File: src/rtl/uart_pkg.sv
// uart_pkg: shared register offsets and STATUS/CTRL bit positions for the UART MMIO controller.
package uart_pkg;
    localparam logic [3:0] UART_STATUS = 4'h0;
    localparam logic [3:0] UART_RX     = 4'h4;
    localparam logic [3:0] UART_TX     = 4'h8;
    localparam logic [3:0] UART_CTRL   = 4'hC;

    localparam int ST_TX_READY = 0;
    localparam int ST_RX_VALID = 1;
    localparam int ST_OVERRUN  = 2;
    localparam int ST_TX_EMPTY = 3;
    localparam int ST_TX_DROP  = 4;

    localparam int CTRL_CLR       = 0;
    localparam int CTRL_TX_IRQ_EN = 1;
endpackage

File: src/rtl/uart_tx_fifo.sv
// uart_tx_fifo: byte-wide synchronous FIFO feeding the UART transmit handshake.
//   push/push_data : enqueue, ignored while full
//   pop            : dequeue, ignored while empty
//   head           : byte at the read pointer
//   full/empty     : occupancy flags; count : occupancy
module uart_tx_fifo #(
    parameter int DEPTH = 8,
    parameter int CNT_W = $clog2(DEPTH) + 1
) (
    input  logic             clk,
    input  logic             rst_n,
    input  logic             push,
    input  logic [7:0]       push_data,
    input  logic             pop,
    output logic [7:0]       head,
    output logic             full,
    output logic             empty,
    output logic [CNT_W-1:0] count
);
    localparam int AW = $clog2(DEPTH);

    logic [7:0]    mem [DEPTH];
    logic [AW-1:0] wr_ptr, rd_ptr;
    logic          do_push, do_pop;

    assign full    = count == CNT_W'(DEPTH);
    assign empty   = count == '0;
    assign head    = mem[rd_ptr];
    assign do_push = push & ~full;
    assign do_pop  = pop & ~empty;

    // Pointers wrap naturally because DEPTH is a power of two.
    always_ff @(posedge clk or negedge rst_n) begin
        if (!rst_n) begin
            wr_ptr <= '0;
            rd_ptr <= '0;
            count  <= '0;
        end else begin
            if (do_push) wr_ptr <= wr_ptr + AW'(1);
            if (do_pop) rd_ptr <= rd_ptr + AW'(1);
            count <= count + CNT_W'(do_push) - CNT_W'(do_pop);
        end
    end

    always_ff @(posedge clk) begin
        if (do_push) mem[wr_ptr] <= push_data;
    end
endmodule

File: src/rtl/uart_mmio_ctrl.sv
// uart_mmio_ctrl: memory-mapped bridge between the data bus and uart_core.
//   bus_*                      : register access, one-cycle registered read latency
//   uart_data_in*              : TX FIFO head towards uart_core
//   uart_data_out*             : received bytes from uart_core, always accepted
//   irq                        : registered level of rx_valid | (tx_empty & tx_irq_en)
module uart_mmio_ctrl #(
    parameter int TX_FIFO_DEPTH = 8,
    parameter int CNT_W = $clog2(TX_FIFO_DEPTH) + 1
) (
    input  logic        clk,
    input  logic        rst_n,
    input  logic [3:0]  bus_addr,
    input  logic        bus_we,
    input  logic        bus_re,
    input  logic [31:0] bus_wdata,
    output logic [31:0] bus_rdata,
    output logic [7:0]  uart_data_in,
    output logic        uart_data_in_valid,
    input  logic        uart_data_in_ready,
    input  logic [7:0]  uart_data_out,
    input  logic        uart_data_out_valid,
    output logic        uart_data_out_ready,
    output logic        irq
);
    import uart_pkg::*;

    logic [3:0]       reg_addr;
    logic             wr_tx, wr_ctrl, rd, rd_rx, clr, ovr_set, drop_set;
    logic             tx_full, tx_empty;
    logic [CNT_W-1:0] tx_count;
    logic             rx_valid, overrun, tx_drop, tx_irq_en;
    logic [7:0]       rx_data;
    logic [31:0]      status, rd_val;
    logic             unused_bits;

    assign reg_addr = {bus_addr[3:2], 2'b00};
    assign wr_tx    = bus_we && reg_addr == UART_TX;
    assign wr_ctrl  = bus_we && reg_addr == UART_CTRL;
    assign rd       = bus_re && !bus_we;
    assign rd_rx    = rd && reg_addr == UART_RX;
    assign clr      = wr_ctrl && bus_wdata[CTRL_CLR];
    // A byte arriving while the previous one is unread is an overrun, unless
    // software drains the old byte in this very cycle.
    assign ovr_set  = uart_data_out_valid && rx_valid && !rd_rx;
    assign drop_set = wr_tx && tx_full;

    assign uart_data_in_valid  = !tx_empty;
    assign uart_data_out_ready = 1'b1;
    assign unused_bits         = ^{bus_addr[1:0], bus_wdata[31:8], tx_count};

    uart_tx_fifo #(.DEPTH(TX_FIFO_DEPTH), .CNT_W(CNT_W)) u_tx_fifo (
        .clk       (clk),
        .rst_n     (rst_n),
        .push      (wr_tx),
        .push_data (bus_wdata[7:0]),
        .pop       (uart_data_in_ready),
        .head      (uart_data_in),
        .full      (tx_full),
        .empty     (tx_empty),
        .count     (tx_count)
    );

    always_comb begin
        status              = '0;
        status[ST_TX_READY] = !tx_full;
        status[ST_RX_VALID] = rx_valid;
        status[ST_OVERRUN]  = overrun;
        status[ST_TX_EMPTY] = tx_empty;
        status[ST_TX_DROP]  = tx_drop;
        rd_val = reg_addr == UART_STATUS ? status :
                 reg_addr == UART_RX     ? {24'b0, rx_data} :
                 reg_addr == UART_CTRL   ? 32'(tx_irq_en) << CTRL_TX_IRQ_EN : '0;
    end

    always_ff @(posedge clk or negedge rst_n) begin
        if (!rst_n) begin
            bus_rdata <= '0;
            rx_valid  <= 1'b0;
            rx_data   <= '0;
            overrun   <= 1'b0;
            tx_drop   <= 1'b0;
            tx_irq_en <= 1'b0;
            irq       <= 1'b0;
        end else begin
            if (bus_re) bus_rdata <= bus_we ? '0 : rd_val;
            if (uart_data_out_valid) begin
                rx_data  <= uart_data_out;
                rx_valid <= 1'b1;
            end else if (rd_rx) begin
                rx_valid <= 1'b0;
            end
            overrun <= ovr_set | (overrun & ~clr);
            tx_drop <= drop_set | (tx_drop & ~clr);
            if (wr_ctrl) tx_irq_en <= bus_wdata[CTRL_TX_IRQ_EN];
            irq <= rx_valid | (tx_empty & tx_irq_en);
        end
    end
endmodule
File: config.mk
export PLATFORM = sky130hd
export DESIGN_NAME = uart_mmio_ctrl
export DESIGN_NICKNAME = d
export VERILOG_FILES = /design/src/rtl/uart_pkg.sv /design/src/rtl/uart_tx_fifo.sv /design/src/rtl/uart_mmio_ctrl.sv
export SDC_FILE = /design/constraint.sdc
export NUM_CORES = 1
export LEC_CHECK = 0
export BUFFER_PORTS_ARGS = -buffer_cell sky130_fd_sc_hd__buf_2
export CELL_PAD_IN_SITES_DETAIL_PLACEMENT = 1
export CELL_PAD_IN_SITES_GLOBAL_PLACEMENT = 1
export CORE_MARGIN = 2
export CORE_UTILIZATION = 28
export DETAILED_ROUTE_END_ITERATION = 16
export MAX_ROUTING_LAYER = met4
export PLACE_DENSITY_LB_ADDON = 0.12
export SYNTH_ARGS = -nofsm -noshare
export SYNTH_HDL_FRONTEND = slang
export SYNTH_SLANG_ARGS = --single-unit
File: constraint.sdc
create_clock -name clk -period 3.25 [get_ports clk]
set_input_delay 0.65 -clock clk [delete_from_list [all_inputs] [get_ports clk]]
set_output_delay 0.65 -clock clk [all_outputs]
set_load 0.005 [all_outputs]
==> results of run 1 <==
## critical path: cells and delay by family, from the launching register on
kind                   cells  cell delay (ns)
multiplexers               2             0.83
flip-flops                 1             0.56
buffers and inverters      2             0.35
## layer usage
metal | GRT usage (%) | vias to the layer above
li1 | - | 979
met1 | 14.99 | 1099
met2 | 17.71 | 44
met3 | 3.509 | 12
met4 | 4.118 | 0
met5 | - | -
## logic make-up (layout without fill, tap and decap cells)
kind of cell | after synthesis | count (layout)
AO/OA/AOI/OAI | 18 | 18
XOR/XNOR | 6 | 6
adder cells (fa/ha/maj) | 9 | 9
buffers and inverters | 51 | 86
flip-flops | 95 | 95
multiplexers | 36 | 36
other | 2 | 25
AND/OR/NAND/NOR | 27 | 27
## sequential cells by signal, indices dropped and copies added (netlist names)
signal and flops:
u_tx_fifo.rd_ptr 3, tx_drop 1, bus_rdata 8, u_tx_fifo.count 4
rx_valid 1, u_tx_fifo.wr_ptr 3, irq 1, overrun 1
rx_data 8, tx_irq_en 1, u_tx_fifo.mem 64
## cell type report
class	count	area, µm²	share of cell area [%]
multi-input combinational	121	1211	24.92
clock inverter	7	120.1	2.472
timing repair buffer	54	315.3	6.488
sequential	95	2698	55.51
tap	184	230.2	4.737
inverter	16	60.06	1.236
clock buffer	9	225.2	4.634
## layout by cell type (no fill, tap or decap), types with 2 or more instances in the layout
| cell type | instances |
|---|---|
| edfxtp_1 | 64 |
| buf_2 | 41 |
| a21oi_1 | 2 |
| a221o_1 | 2 |
| buf_4 | 12 |
| nor3b_1 | 2 |
| conb_1 | 25 |
| nor2_1 | 3 |
| o21ai_0 | 3 |
| bufinv_16 | 3 |
| nand2_1 | 4 |
| ha_1 | 8 |
| clkbuf_16 | 9 |
| nand2b_1 | 2 |
| a22o_1 | 3 |
| a21o_1 | 3 |
| nor4b_1 | 2 |
| nand3_1 | 3 |
| mux4_1 | 16 |
| dfrtp_1 | 31 |
| mux2_2 | 19 |
| xnor2_1 | 5 |
| a22oi_1 | 3 |
| inv_1 | 16 |
| nor3_1 | 4 |
## path summary, 6_finish.rpt
check,end,depth (start not counted)
max in group asynchronous,tx_irq_en,1
min in group clk,u_tx_fifo.rd_ptr[2],1
max reg2reg,u_tx_fifo.count[2],12
min reg2reg,u_tx_fifo.rd_ptr[2],1
min,u_tx_fifo.count[2],1
max,uart_data_in[1],4
## power by group through the flow
stage | Sequential (mW) | Combinational [mW] | Clock [mW]
floorplan | 1.50 | 0.682 | 0
global placement | 1.58 | 0.877 | 0
detailed placement | 1.59 | 0.900 | 0
CTS | 1.56 | 0.907 | 1.25
global route | 1.58 | 0.991 | 1.30
finish | 1.56 | 0.871 | 1.21
==> results_dict.tcl, run 1 <==
set metrics [dict create \
    die_h_um 125.5 \
    worst_slack_ns 0.5190 \
    grt_max_degree 32 \
    path_cells "buf_4 -> mux4_1 -> mux2_2 -> buf_2" \
    hpwl_um 5432 \
    worstSetupPathType "register to output pin" \
    yosys.area.top_type "edfxtp_1" \
    clock.fmax_mhz 366.2 \
    synth_edf_count 64 \
    power_mw 3.638 \
    wl_met2_um 4015 \
    drt.antenna.violating_nets 0 \
    post_cts_resized 0 \
    p_clk_share_pct 33.3 \
    synthTopCellsByCount "edfxtp_1, dfrtp_1, buf_4, mux2_2" \
    cp-end-kind "output pin" \
    antenna_found_initial 0 \
    p_sw_share_pct 26.77 \
    postLayoutCellArea_um2 4860 \
    yosysSeqAreaShare_pct 65.29 \
    crit_arrival_ns 2.08 \
    ys_warn_count 0 \
    p_int_mw 2.665 \
    worst_r2r_startpoint "u_tx_fifo.count[2]" \
    comb_power_share_pct 23.9 \
    finClkSkew_ns 0.004974 \
    io_buffers 41 \
    num_rows 44 \
    die-area_um2 15740 \
    drcViolationCount 0 \
    io_pins 93 \
    grt_pass1_vias 2329 \
    fin_util_pct 33.56 \
    synthSimpleGateAreaFrac_pct 3.907 \
    synth_mux_area_share_pct 15.60 \
    clkTransAtPathRegs_ns 0.07 \
    dr.pass1.iters 4 \
    worst_pin_slew_ns 0.8743 \
    detail_route.wl_per_cell_um 17.08 \
    yosys-top-cells-area "edfxtp_1, dfrtp_1, mux4_1" \
    root_buffer "clkbuf_16" \
    post-place-cells 470 \
    required_ns 2.60 \
    postCtsSetupBuffers 0 \
    finalSetupViolations 0 \
    num_vias 2134 \
    drtIter0Drc 126 \
    synth_cell_type_count 40 \
    crit_start "u_tx_fifo.rd_ptr[0]" \
    netlist.area_leader.share_pct 46.52 \
    setup-tns-final_ns 0 \
    slew_violations 0 \
    drt-met1-wl_um 3847 \
    rsz0062_at_grt "no" \
    grt-ovfl-total 0 \
    fin_cells 486 \
    fp.dieW_um 125.5 \
    initial_utilization_pct 28.53 \
    holdWs_ns 0.3676 \
    met3_length_um 328 \
    yosys.area_share.xor_xnor_pct 1.272 \
    cts.sinks 95 \
    viasPerCell 4.391 \
    cts_tree "yes" \
    slowest_stage "dfrtp_1" \
    async_flop_share_pct 32.63 \
    fillers 1514 \
    max_stage_delay_ns 0.56 \
    place_ws_ns 0.7793 \
    holdBufCountCts 0 \
    worstPathMaxFanout 6 \
    nNetsFinal 356 \
    seq_power_share_pct 42.7 \
    drive_above_1_share_pct 30.13 \
    hold_path_class "primary input to asynchronous set/reset pin" \
    cts_buffers 9 \
    synthAdderAreaFrac_pct 2.907 \
    outcome "finished, final reports clean" \
    syn-cell-area_um2 4131 \
    p_sw_mw 0.9739 \
    htreeDepth 3 \
    yosysMostFrequentCell "edfxtp_1" \
    core-area_um2 14480 \
    ff2ff_setup_slack_ns 0.83 \
    min_period_ns 2.731 \
    cp-start-kind "register" \
    synth_flop_cell "edfxtp_1" \
    slew_headroom_pct 40.89 \
    synth_compound_area_share_pct 3.210 \
    gp_congestion 0.6475 \
    grt_pass1_wl_um 13250 \
    peakVddDrop_v 0.0002631 \
    max-cap-violations 0 \
    clock_latency_ns 0.35 \
    power_density_nw_per_um2 748.7 \
    top_layer "met4" \
    diodes 0 \
    p_leak_nw 1.912 \
    wl_um 8303 \
    syn_to_final_growth_pct 17.63 \
    placement.cell_area_um2 4514 \
    synth_seq_cells 95 \
    synthCells 244 \
    finalHoldViolCount 0 \
    synth_top_family_by_area "multiplexers" \
    grtUsageTotal_pct 11.71 \
    cts_max_path_buffers 2 \
    synth.avg_cell_area_um2 16.93 \
    period_share_pct 84.03 \
]
Note: power is estimated with default switching activity, not from simulation.
==> run 2: changes to the inputs <==
==> constraint.sdc (replaced) <==
create_clock -name clk -period 2.6 [get_ports clk]
set_input_delay 0.52 -clock clk [delete_from_list [all_inputs] [get_ports clk]]
set_output_delay 0.52 -clock clk [all_outputs]
set_load 0.005 [all_outputs]
==> run 2 against run 1 <==
Setup slack lost 0.40 ns; clock power is 3% higher; non-clock buffer count increased by 2; wire length decreased by 1.8%; first-iteration DRC count fell by 34%; die area unchanged; via count is 0.23% lower; sequential power is 24% higher; critical endpoint is now uart_data_in[0]; largest power group unchanged; highest routed layer unchanged.
==> results_dict.tcl, run 2 (synthesis results as in run 1) <==
set metrics [dict create \
    die_h_um 125.5 \
    root_buffer "clkbuf_16" \
    htreeDepth 3 \
    largest_register "u_tx_fifo.mem" \
    io_pins 93 \
    initial_utilization_pct 28.53 \
    wl_um 8150 \
    core-area_um2 14480 \
    finClkSkew_ns 0.007910 \
    cts.sinks 95 \
    drt.antenna.violating_nets 0 \
    die-area_um2 15740 \
    clock.fmax_mhz 402.7 \
    slew_violations 0 \
    postCtsSetupBuffers 0 \
    cp-end-kind "output pin" \
    drcViolationCount 0 \
    io_buffers 41 \
    fp.dieW_um 125.5 \
    cp-start-kind "register" \
    max-cap-violations 0 \
    power_density_nw_per_um2 889.5 \
    drive_above_1_share_pct 30.03 \
    cts_buffers 9 \
    top_regs "u_tx_fifo.mem x64, bus_rdata x8, rx_data x8" \
    syn_to_final_growth_pct 16.47 \
    finalHoldViolCount 0 \
    grt_max_degree 32 \
    layout_common_cells "edfxtp_1, buf_2, dfrtp_1" \
    rsz0062_at_grt "no" \
    slew_headroom_pct 50.21 \
    diodes 0 \
    cts_max_path_buffers 2 \
    num_vias 2129 \
    placement.cell_area_um2 4529 \
    finalSetupViolations 0 \
    detail_route.wl_per_cell_um 16.74 \
    postLayoutCellArea_um2 4812 \
    period_share_pct 95.50 \
    final_common_cell "edfxtp_1" \
    post_cts_resized 0 \
    drtIter0Drc 83 \
    clock_latency_ns 0.34 \
    min_period_ns 2.483 \
    worstSetupPathType "register to output pin" \
    crit_arrival_ns 1.96 \
    grt-ovfl-total 0 \
    max_stage_delay_ns 0.56 \
    hpwl_um 5335 \
    required_ns 2.08 \
    dr.pass1.iters 4 \
    outcome "finished, final reports clean" \
    largest_reg_flops 64 \
    path_cells "buf_12 -> mux4_1 -> mux2_2 -> buf_2" \
    slowest_stage "mux4_1" \
    hold_path_class "primary input to asynchronous set/reset pin" \
    holdBufCountCts 0 \
    worst_pin_slew_ns 0.7468 \
    peakVddDrop_v 0.0003588 \
    num_rows 44 \
    grt_pass1_vias 2310 \
    antenna_found_initial 0 \
    gp_congestion 0.6802 \
    worstPathMaxFanout 16 \
    p_leak_nw 1.898 \
    cts_tree "yes" \
    grtUsageTotal_pct 11.46 \
    clkTransAtPathRegs_ns 0.07 \
    viasPerCell 4.372 \
    nNetsFinal 358 \
    grt_pass1_wl_um 12950 \
    setup-tns-final_ns 0 \
]
run 2: metrics by stage:
stage               setup slack [ns]  cells  power, mW  hold slack (ns)  utilization [%]
CTS                          0.03451    487      4.374           0.2662            33.20
finish                        0.1170    487      4.281           0.2400            33.24
global route                 0.01074    487      4.583           0.2921            33.24
detailed placement           0.06801    472      3.096           0.4767            31.28
global placement             0.07786    472      3.074           0.4685            31.28
floorplan                     0.1823    267      2.733           0.2244                -
run 2: worst max-delay path, delay by kind of cell, from the launching register on:
kind | cells | cell delay (ns)
buffers and inverters | 2 | 0.33
DFF | 1 | 0.42
muxes | 2 | 0.86
run 2: final cells by class:
type	count	area, µm²
flip-flops and latches	95	2698
inverters	16	60.06
fillers	1514	9667
multi-input cells	121	1216
clock inverters	6	52.55
repair buffers	56	330.3
well taps	184	230.2
clock buffers	9	225.2
run 2: layer usage:
metal	part of all wire, %	track usage [%]	vias up
li1	-	-	985
met1	46	14.80	1084
met2	48	16.98	51
met3	4.0	3.552	9
met4	1.7	4.314	0
met5	0	-	-
run 2: final timing paths:
kind                            cells past startpoint  slack [ns]                 from                  end
worst max-delay path                                4        0.12  u_tx_fifo.rd_ptr[0]      uart_data_in[0]
worst min register to register                      1        0.48  u_tx_fifo.rd_ptr[2]  u_tx_fifo.rd_ptr[2]
min in group clk                                    2        0.41     uart_data_out[0]           rx_data[0]
max in group asynchronous                           1        1.87                rst_n            tx_irq_en
worst min-delay path                                1        0.24                rst_n   u_tx_fifo.count[2]
worst max register to register                     12        0.27   u_tx_fifo.count[2]   u_tx_fifo.count[2]
run 2: power breakdown:
part,internal (mW),total [mW],switching (mW)
clock network,0.727,1.25,0.528
logic,0.618,1.10,0.479
registers,1.77,1.93,0.158
